[src/rtl/panel_pkg.sv]
// -----------------------------------------------------------------------------
// panel_pkg
// Shared definitions for the status panel overlay: default timing constants,
// display FSM state encodings, and the error-code classifier.
// -----------------------------------------------------------------------------
package panel_pkg;

    // Defaults sized for a 25 MHz pixel clock: 10 ms debounce, 0.5 s flash half-period.
    localparam int STABLE_CYCLES_DEFAULT = 250000;
    localparam int FLASH_HALF_DEFAULT    = 12500000;

    typedef enum logic [1:0] {
        ST_UNKNOWN = 2'd0,
        ST_BLINK   = 2'd1,
        ST_STEADY  = 2'd2,
        ST_ERROR   = 2'd3
    } disp_state_t;

    // A status code selects a row only when it is below the row count.
    function automatic logic is_error(input logic [7:0] code, input int rows);
        logic [31:0] c;
        c = {24'd0, code};
        return c >= unsigned'(rows);
    endfunction

endpackage

[src/rtl/status_debounce.sv]
// -----------------------------------------------------------------------------
// status_debounce
// Filters relay chatter on the status code. A new code must hold for
// stable_cycles clocks before it is published on shown_status.
//
// Ports:
//   clk          in   pixel clock
//   reset        in   asynchronous, active-high
//   status       in   raw status code
//   shown_status out  debounced code currently published
//   shown_valid  out  a code has been accepted since reset
//   accept       out  1-cycle pulse, high in the cycle before shown_status updates
//   accept_code  out  code that is being accepted while accept is high
// -----------------------------------------------------------------------------
module status_debounce #(
    parameter int sw            = 3,
    parameter int stable_cycles = panel_pkg::STABLE_CYCLES_DEFAULT
) (
    input  logic          clk,
    input  logic          reset,
    input  logic [sw-1:0] status,
    output logic [sw-1:0] shown_status,
    output logic          shown_valid,
    output logic          accept,
    output logic [sw-1:0] accept_code
);

    localparam int CW = (stable_cycles > 1) ? $clog2(stable_cycles) : 1;
    localparam logic [CW-1:0] CNT_LAST = CW'(stable_cycles - 1);

    logic [sw-1:0] cand_q, cand_d;
    logic [CW-1:0] cnt_q, cnt_d;
    logic [sw-1:0] shown_q, shown_d;
    logic          valid_q, valid_d;
    logic          changed;

    always_comb begin
        changed = (status != cand_q);
        // Accept is combinational so the display FSM can switch on the same
        // edge that publishes the new code.
        accept  = !changed && (cnt_q == CNT_LAST) &&
                  (!valid_q || (cand_q != shown_q));
        cand_d  = status;
        if (changed)
            cnt_d = '0;
        else if (cnt_q == CNT_LAST)
            cnt_d = cnt_q;              // saturate until the next change
        else
            cnt_d = cnt_q + 1'b1;
        shown_d = accept ? cand_q : shown_q;
        valid_d = valid_q | accept;
    end

    always_ff @(posedge clk or posedge reset) begin
        if (reset) begin
            cand_q  <= '0;
            cnt_q   <= '0;
            shown_q <= '0;
            valid_q <= 1'b0;
        end else begin
            cand_q  <= cand_d;
            cnt_q   <= cnt_d;
            shown_q <= shown_d;
            valid_q <= valid_d;
        end
    end

    assign shown_status = shown_q;
    assign shown_valid  = valid_q;
    assign accept_code  = cand_q;

endmodule

[src/rtl/status_panel_block.sv]
// -----------------------------------------------------------------------------
// status_panel_block
// VGA status panel overlay: an N-row indicator grid at (x1, y1). The active
// row is lit green (blinking briefly after a change), an error code flashes
// the whole indicator column red. Row labels are drawn elsewhere.
//
// Ports:
//   clk             in   pixel clock
//   reset           in   asynchronous, active-high
//   status          in   status code; k < rows selects row k, otherwise error
//   x, y            in   current pixel column / row
//   on_panel_black  out  grid-line pixel (registered, 1-clock latency)
//   on_panel_green  out  active-row pixel (registered)
//   on_panel_red    out  error pixel (registered)
//   shown_status    out  debounced code being displayed
//   shown_valid     out  a debounced code has been accepted since reset
// -----------------------------------------------------------------------------
module status_panel_block
    import panel_pkg::*;
#(
    parameter int x1             = 0,
    parameter int y1             = 0,
    parameter int rows           = 3,
    parameter int sw             = 3,
    parameter int row_h          = 38,
    parameter int width          = 140,
    parameter int box_w          = 38,
    parameter int stable_cycles  = STABLE_CYCLES_DEFAULT,
    parameter int flash_half     = FLASH_HALF_DEFAULT,
    parameter int change_flashes = 3
) (
    input  logic          clk,
    input  logic          reset,
    input  logic [sw-1:0] status,
    input  logic [9:0]    x,
    input  logic [9:0]    y,
    output logic          on_panel_black,
    output logic          on_panel_green,
    output logic          on_panel_red,
    output logic [sw-1:0] shown_status,
    output logic          shown_valid
);

    localparam int FW = (flash_half > 1) ? $clog2(flash_half) : 1;
    localparam logic [FW-1:0] FLASH_LAST = FW'(flash_half - 1);
    localparam int BW = (2 * change_flashes + 1 > 2) ? $clog2(2 * change_flashes + 1) : 1;
    localparam logic [BW-1:0] BLINK_LOAD = BW'(2 * change_flashes);

    localparam logic signed [12:0] X_L   = 13'(x1);
    localparam logic signed [12:0] X_BOX = 13'(x1 + box_w);
    localparam logic signed [12:0] X_R   = 13'(x1 + width);
    localparam logic signed [12:0] BOX_L = 13'(x1 + 1);
    localparam logic signed [12:0] BOX_R = 13'(x1 + box_w - 1);
    localparam logic signed [12:0] Y_T   = 13'(y1);
    localparam logic signed [12:0] Y_B   = 13'(y1 + rows * row_h);

    logic          accept;
    logic [sw-1:0] accept_code;
    logic          accept_err;

    status_debounce #(
        .sw           (sw),
        .stable_cycles(stable_cycles)
    ) u_debounce (
        .clk         (clk),
        .reset       (reset),
        .status      (status),
        .shown_status(shown_status),
        .shown_valid (shown_valid),
        .accept      (accept),
        .accept_code (accept_code)
    );

    assign accept_err = is_error(8'(accept_code), rows);

    // Flash timer: free-running, flash starts high out of reset.
    logic [FW-1:0] flash_cnt_q;
    logic          flash_q;
    logic          flash_wrap;

    assign flash_wrap = (flash_cnt_q == FLASH_LAST);

    always_ff @(posedge clk or posedge reset) begin
        if (reset) begin
            flash_cnt_q <= '0;
            flash_q     <= 1'b1;
        end else begin
            flash_cnt_q <= flash_wrap ? '0 : flash_cnt_q + 1'b1;
            if (flash_wrap)
                flash_q <= ~flash_q;
        end
    end

    // Display FSM: state register / next state / outputs.
    disp_state_t   state_q, state_d;
    logic [BW-1:0] blink_q;
    logic          green_en, red_en;

    always_ff @(posedge clk or posedge reset) begin
        if (reset)
            state_q <= ST_UNKNOWN;
        else
            state_q <= state_d;
    end

    always_comb begin
        state_d = state_q;
        if (state_q == ST_BLINK && blink_q == '0)
            state_d = ST_STEADY;
        // Accepts are only raised for a code that differs from the one shown,
        // so every valid accept is a row change and restarts the blink.
        if (accept)
            state_d = accept_err ? ST_ERROR : ST_BLINK;
    end

    always_comb begin
        green_en = 1'b0;
        red_en   = 1'b0;
        case (state_q)
            ST_BLINK:  green_en = flash_q;
            ST_STEADY: green_en = 1'b1;
            ST_ERROR:  red_en   = flash_q;
            default:   ;
        endcase
    end

    // Blink length counts flash toggles; a load on the same edge as a wrap wins.
    always_ff @(posedge clk or posedge reset) begin
        if (reset)
            blink_q <= '0;
        else if (accept && !accept_err)
            blink_q <= BLINK_LOAD;
        else if (state_q == ST_BLINK && flash_wrap && blink_q != '0)
            blink_q <= blink_q - 1'b1;
    end

    // Geometry (all ranges inclusive).
    logic signed [12:0] xs, ys;
    logic [rows:0]      hline;
    logic [rows-1:0]    row_hit;
    logic               vline, err_box, row_sel;

    assign xs = 13'({3'b000, x});
    assign ys = 13'({3'b000, y});

    for (genvar k = 0; k <= rows; k++) begin : g_hline
        localparam logic signed [12:0] YK = 13'(y1 + k * row_h);
        assign hline[k] = (ys == YK) && (xs >= X_L) && (xs <= X_R);
    end

    for (genvar k = 0; k < rows; k++) begin : g_row
        localparam logic signed [12:0] RT = 13'(y1 + k * row_h + 1);
        localparam logic signed [12:0] RB = 13'(y1 + (k + 1) * row_h - 1);
        assign row_hit[k] = (xs >= BOX_L) && (xs <= BOX_R) && (ys >= RT) && (ys <= RB);
    end

    assign vline   = ((xs == X_L) || (xs == X_BOX) || (xs == X_R)) &&
                     (ys >= Y_T) && (ys <= Y_B);
    assign err_box = (xs >= BOX_L) && (xs <= BOX_R) &&
                     (ys >= Y_T + 13'sd1) && (ys <= Y_B - 13'sd1);

    always_comb begin
        row_sel = 1'b0;
        for (int k = 0; k < rows; k++)
            if (shown_status == sw'(k))
                row_sel = row_hit[k];
    end

    // Registered pixel outputs.
    logic black_q, green_q, red_q;

    always_ff @(posedge clk or posedge reset) begin
        if (reset) begin
            black_q <= 1'b0;
            green_q <= 1'b0;
            red_q   <= 1'b0;
        end else begin
            black_q <= (|hline) | vline;
            green_q <= green_en & row_sel;
            red_q   <= red_en & err_box;
        end
    end

    assign on_panel_black = black_q;
    assign on_panel_green = green_q;
    assign on_panel_red   = red_q;

endmodule

[config.mk]
export PLATFORM = sky130hd
export DESIGN_NAME = status_panel_block
export DESIGN_NICKNAME = d
export VERILOG_FILES = /design/src/rtl/panel_pkg.sv /design/src/rtl/status_debounce.sv /design/src/rtl/status_panel_block.sv
export SDC_FILE = /design/constraint.sdc
export NUM_CORES = 1
export LEC_CHECK = 0
export CAP_MARGIN = 15
export CORE_ASPECT_RATIO = 1.5
export CORE_UTILIZATION = 60
export CTS_CLUSTER_SIZE = 30
export DETAILED_ROUTE_END_ITERATION = 6
export PLACE_DENSITY = 0.83
export SLEW_MARGIN = 40
export SYNTH_ARGS = -nofsm -noshare
export SYNTH_HDL_FRONTEND = slang
export SYNTH_SLANG_ARGS = --single-unit
[constraint.sdc]
create_clock -name clk -period 4.4 [get_ports clk]
set_input_delay 0.66 -clock clk [delete_from_list [all_inputs] [get_ports clk]]
set_output_delay 0.66 -clock clk [all_outputs]
set_load 0.02 [all_outputs]
==> results by group, run 1 <==
Status
  – Status: completed

Synthesis
  – Ys Warns: 0
  – Post-synth ARST share: 100.0%
  – Synthesized area: around 3200 sq um
  – Number of instances in the synthesized netlist: between 300 and 400
  – Mapped Avg Cell Area: 9.658 sq um
  – Most used DFF post-synth: dfrtp_1
  – Yosys reg bits: 58
  – Sequential element share of the synthesized area: 45.44%
  – Post-synthesis cell type count: 49
  – Syn Nets: 363
  – Post-synth EDFFs: 0

Drt
  – Routed wire per std cell: between 10 and 15 microns
  – Routed WL: about 6400 microns
  – Via count: 2588
  – Drt pass-1 iters: 7
  – Via/cell ratio: 5.936
  – ANT nets after route: 0
  – DRC viols: 0
  – First-iteration detailed-routing DRC count: between 100 and 150

Final layout
  – Most common cell after layout, fill and taps aside: dfrtp_1
  – Fin cells: 436
  – N_diodes: 0
  – Final #Nets: approximately 400
  – Fraction of layout cells with a size suffix above 1: roughly 7.6%
  – Final instance area: around 3700 sq um
  – Most frequent cells in the layout: dfrtp_1 (57), nor2_1 (45), clkdlybuf4s50_1 (31)
  – Area Overhead vs Synth: 17.18%

Timing
  – Final Hold Viols: 0
  – Post-Route Setup TNS: 0 ns
  – RSZ-0062 raised after global routing: no
  – Final worst-path cycle share: 59.22%
  – Skew final: 0.007497 ns
  – Slew Viols, Final: 0
  – Worst Max-Slew Pin Slew: approximately 0.76 ns
  – Final Setup Violations: 0
  – Rel. slew slack: 49.08%
  – Achievable Freq: 383.8 MHz
  – Fin crit period: 2.606 ns
  – PnR worst setup slack: 1.794 ns

Setup path
  – Top delay family on crit path: simple AND/OR/NAND/NOR gates
  – Setup crit end kind: register
  – Reg2reg setup slack: 1.88 ns
  – Crit path required time: 4.61 ns
  – Startpoint types: input port
  – Buf/Inv on CP: 1
  – Crit-path slowest cell: nor4_4
  – Data arrival, critical path: 2.81 ns
  – Max incr delay on CP: 0.61 ns
  – Cell breakdown of the critical path: clkdlybuf4s50_1, xnor2_1, nand3_1, nor4_4, mux2_2
  – CP Class: input port to register
  – Crit Path Max Fanout: 19

Global route
  – First-pass GRT wire length: 10900 microns
  – Global-route usage over all layers: 25.82%
  – Initial antenna violation count: 0
  – GRT Residual Overflow: 0
  – Largest net degree at the start of global routing: 39
  – Vias in the first global route: 2511

Die
  – Die height: 91.40 microns
  – Row cnt: 32
  – Chip width: 61.60 microns
  – Die ar.: 5630 sq um
  – Core area: 5125 sq um
  – Initial Util: about 62%
  – I/O pins: 32

Clock tree
  – Clock slew at reported path FFs: around 0.060 ns
  – CTS Sinks: 58
  – Post-CTS Setup Inserts: 0
  – Hold-fix buffers, CTS: 0
  – CTS tree: built
  – Clock latency at the later pin of the worst-skew pair: between 0.3 and 0.4 ns
  – Total CTS buffers: 9
  – CTS resizes: 0
  – Clock tree buffer depth: 2
  – Depth of the CTS H-tree: 3
  – CTS Root Cell: clkbuf_8

Power
  – PwrDens: 293.7 nW/um^2
  – Leak: 1.539 nW
  – VDD IR max: 233.7 uV

Placement
  – Pre-CTS setup slack: 1.440 ns
  – Area after DPL: between 3000 and 4000 sq um
  – Port bufs: 31
  – GPL Wtd Cong: ~0.83
  – Hpwl dp: 4499 microns
  – Placed cells: 421

Worst hold path
  – Worst Hold Class: register to register

Flow run
  – Max Cap Viol: 0
[where the power goes]
group / internal (mW) / switching [mW] / total [mW]
logic: 0.0301 / 0.0334 / 0.0635
registers: 0.536 / 0.00375 / 0.540
clock network: 0.304 / 0.193 / 0.497
[sequential cells by signal, indices dropped and copies added, names as in the netlist]
| signal | cells |
|---|---|
| flash_cnt_q | 24 |
| u_debounce.cnt_q | 18 |
| blink_q | 3 |
| u_debounce.accept_code | 3 |
| u_debounce.shown_status | 3 |
| state_q | 2 |
| flash_q | 1 |
| on_panel_black | 1 |
| on_panel_green | 1 |
| on_panel_red | 1 |
| u_debounce.shown_valid | 1 |
[layer usage]
metal	vias up	wire length, microns	track usage, %
li1	1257	-	-
met5	-	0	0
met1	1266	2651	30.32
met4	0	93	9.630
met3	8	206	5.556
met2	57	3483	44.27
[logic make-up after synthesis]
logic type | Yosys count | share of synthesized area [%]
buf+inv | 19 | 2.896
xor+xnor | 39 | 10.69
simple gates | 167 | 29.24
flops | 58 | 45.44
compound gates | 35 | 7.006
mux | 6 | 1.996
fa+ha+maj | 7 | 2.740
[worst paths after layout]
kind,startpoint,endpoint,cells after the start
worst max-delay path,status[0],u_debounce.shown_status[2]$_DFFE_PP0P_,5
worst min-delay path,flash_cnt_q[4]$_DFF_PP0_,flash_cnt_q[4]$_DFF_PP0_,1
worst max register to register,flash_cnt_q[0]$_DFF_PP0_,blink_q[2]$_DFFE_PP0P_,6
worst min register to register,flash_cnt_q[4]$_DFF_PP0_,flash_cnt_q[4]$_DFF_PP0_,1
max in group asynchronous,reset,u_debounce.accept_code[2]$_DFF_PP0_,3
min in group asynchronous,reset,flash_cnt_q[0]$_DFF_PP0_,2
[cells in the mapped netlist, types with 7 or more instances]
cell type  number  share of area, %
a21oi_1        10               1.6
dfrtp_1        57                45
ha_1            7               2.7
inv_1           9               1.1
nand2_1        22               2.6
nand3_1        21               3.3
nand4_1        15               2.9
nor2_1         45               5.3
nor3_1         10               1.6
or3_1           9               1.8
xnor2_1        20               5.5
xor2_1         19               5.2
[metrics by stage]
stage / total power, mW / hold slack [ns] / utilization (%)
after CTS: 1.110 / 0.5038 / 73.07
final: 1.100 / 0.5030 / 73.10
after global placement: 0.6123 / 0.4747 / 69.09
after detailed placement: 0.6136 / 0.4933 / 69.09
after floorplan: 0.5774 / 0.4552 / -
after global routing: 1.136 / 0.5283 / 73.10
[final cells by class]
cell class                 count  area (sq um)
fill                         413          1379
sequential                    58          1453
clock inverter                 2         35.03
multi-input combinational    254          1652
inverter                       9         35.03
tap                           68         85.08
clock buffer                  13         168.9
timing repair buffer          32         317.8
No activity file was read; power rests on OpenSTA's default activity.
==> run 2, diff against run 1 <==
Settings changed: CORE_UTILIZATION 60 to 51, PLACE_DENSITY 0.83 to 0.75.
Clock period 4.4 ns to 2.3 ns, I/O delays scaled along.
==> run 2 against run 1 <==
Compared with the run above:
- routed wire length rose by 3.8%
- non-clock buffer count rose by 14
- utilization fell by 9.7 points
- global-route usage fell by 3.0 points
- sequential power rose by 91%
- sequential share of layout area fell by 1.1 points
- critical path type is now register to register
==> results by group, run 2 (synthesis results as in run 1) <==
Final layout
  – Largest register by flop count: flash_cnt_q
  – Final #Nets: approximately 400
  – Largest registers: flash_cnt_q x24, u_debounce.cnt_q x18
  – Most frequent cells in the layout: dfrtp_1 (57), nor2_1 (45), clkdlybuf4s50_1 (31)
  – Final instance area: 3857 sq um
  – Area Overhead vs Synth: 20.67%
  – Core Util, Final: 63.37%
  – Fill cells: 519
  – Largest register FFs: 24
  – Fraction of layout cells with a size suffix above 1: between 10% and 20%
  – Most common cell after layout, fill and taps aside: dfrtp_1
  – Fin cells: 456
  – N_diodes: 0

Setup path
  – Setup crit end kind: register
  – Crit path required time: 2.52 ns
  – Crit Path Max Fanout: 4
  – CP Class: register to register
  – Startpoint types: register
  – Data arrival, critical path: roughly 2.3 ns

Die
  – Core area: 6087 sq um
  – Initial Util: between 50% and 60%
  – Die height: 98.97 microns
  – Chip width: roughly 67 microns
  – Die ar.: around 6600 sq um
  – I/O pins: 32
  – Row cnt: 35

Timing
  – PnR worst setup slack: 0.2402 ns
  – Final worst-path cycle share: 89.55%
  – Skew final: 0.004556 ns
  – Slew Viols, Final: 0
  – Fin crit period: 2.060 ns
  – Final Setup Violations: 0
  – Achievable Freq: between 400 and 500 MHz
  – RSZ-0062 raised after global routing: no
  – Hold slack: 0.3508 ns
  – Worst Max-Slew Pin Slew: ~0.48 ns
  – Post-Route Setup TNS: 0 ns
  – Final Hold Viols: 0
  – Rel. slew slack: roughly two thirds

Status
  – Status: completed

Global route
  – Busiest layer in global routing: met2
  – GRT Residual Overflow: 0
  – GR Layer Usage met2: about two fifths
  – GR Layer Usage met3: 5.093%
  – Met1 usage: 25.61%
  – First-pass GRT wire length: 11350 microns
  – Initial antenna violation count: 0
  – Vias in the first global route: between 2k and 3k
  – Global-route usage over all layers: 22.77%
  – Largest net degree at the start of global routing: 25

Flow run
  – Max Cap Viol: 0

Drt
  – Via count: around 2.6k
  – Via/cell ratio: between 5 and 6
  – ANT nets after route: 0
  – Routed WL: approximately 6700 microns
  – First-iteration detailed-routing DRC count: 188
  – DRC viols: 0
  – Routed wire per std cell: around 15 microns
  – Drt pass-1 iters: 4

Placement
  – Placed cells: 438
  – Area after DPL: 3631 sq um
  – Hpwl dp: 4839 microns
  – GPL Wtd Cong: 0.8050
  – Port bufs: 31
  – Pre-CTS setup slack: 0.09069 ns

Power
  – PwrDens: 550.4 nW/um^2
  – Leak: between 1.5 and 2 nW
  – Tot Pwr: around 2.1 mW
  – VDD IR max: 494.0 uV

Clock tree
  – CTS tree: built
  – Depth of the CTS H-tree: 3
  – Clock latency at the later pin of the worst-skew pair: 0.33 ns
  – CTS Root Cell: clkbuf_8
  – Clock tree buffer depth: 2
  – Hold-fix buffers, CTS: 0
  – Clock slew at reported path FFs: 0.06 ns
  – Total CTS buffers: 9
  – CTS resizes: 0
  – CTS Sinks: 58

Worst hold path
  – Worst Hold Class: input port to async pin
## run 2: changes by cell type in the layout (fill, tap and decap cells not counted), sizes merged
cell and delta:
buf +14, inv +1, clkinv -1
## run 2: cell type report
| type | count | area, sq um | share of cell area, % |
|---|---|---|---|
| clock buffers | 13 | 168.9 | 4.379 |
| well taps | 74 | 92.59 | 2.400 |
| multi-input cells | 254 | 1652 | 42.82 |
| inverters | 9 | 33.78 | 0.8758 |
| flip-flops and latches | 58 | 1453 | 37.66 |
| clock inverters | 2 | 35.03 | 0.9082 |
| repair buffers | 46 | 422.9 | 10.96 |
## run 2: repair_timing
| action | CTS | global route |
|---|---|---|
| hold endpoints to repair | 0 | 0 |
| setup endpoints to repair | 0 | 2 |
| buffers inserted | 0 | 3 |
## run 2: power breakdown
part	leakage, nW	internal (mW)	switching (mW)
logic	0.732	0.0659	0.0671
registers	0.769	1.03	0.00671
clock network	0.106	0.581	0.376
total	1.61	1.67	0.450
## run 2: worst paths after layout
path                       cells past startpoint                     start                                      to  slack (ns)
max in group asynchronous                      3                     reset  u_debounce.shown_status[0]$_DFFE_PP0P_        1.39
min                                            2                     reset                flash_cnt_q[3]$_DFF_PP0_        0.35
min reg2reg                                    1  flash_cnt_q[0]$_DFF_PP0_                flash_cnt_q[0]$_DFF_PP0_        0.50
max reg2reg                                    7  flash_cnt_q[0]$_DFF_PP0_                  blink_q[1]$_DFFE_PP0P_        0.24
min in group clk                               1  flash_cnt_q[0]$_DFF_PP0_                flash_cnt_q[0]$_DFF_PP0_        0.50
max                                            7  flash_cnt_q[0]$_DFF_PP0_                  blink_q[1]$_DFFE_PP0P_        0.24
## run 2: metal layers
layer  up-vias  routed length [microns]
met5         -                        0
met4         0                      147
met3        15                      187
met2        50                     3573
met1      1234                     2773
li1       1277                        -
## run 2: critical path: stages, from the launching register on
cell	delay (ns)
dfrtp_1	0.39
ha_1	0.23
nand4_1	0.22
buf_4	0.22
or3b_1	0.35
nor3_2	0.21
mux2i_1	0.11
or2_1	0.21
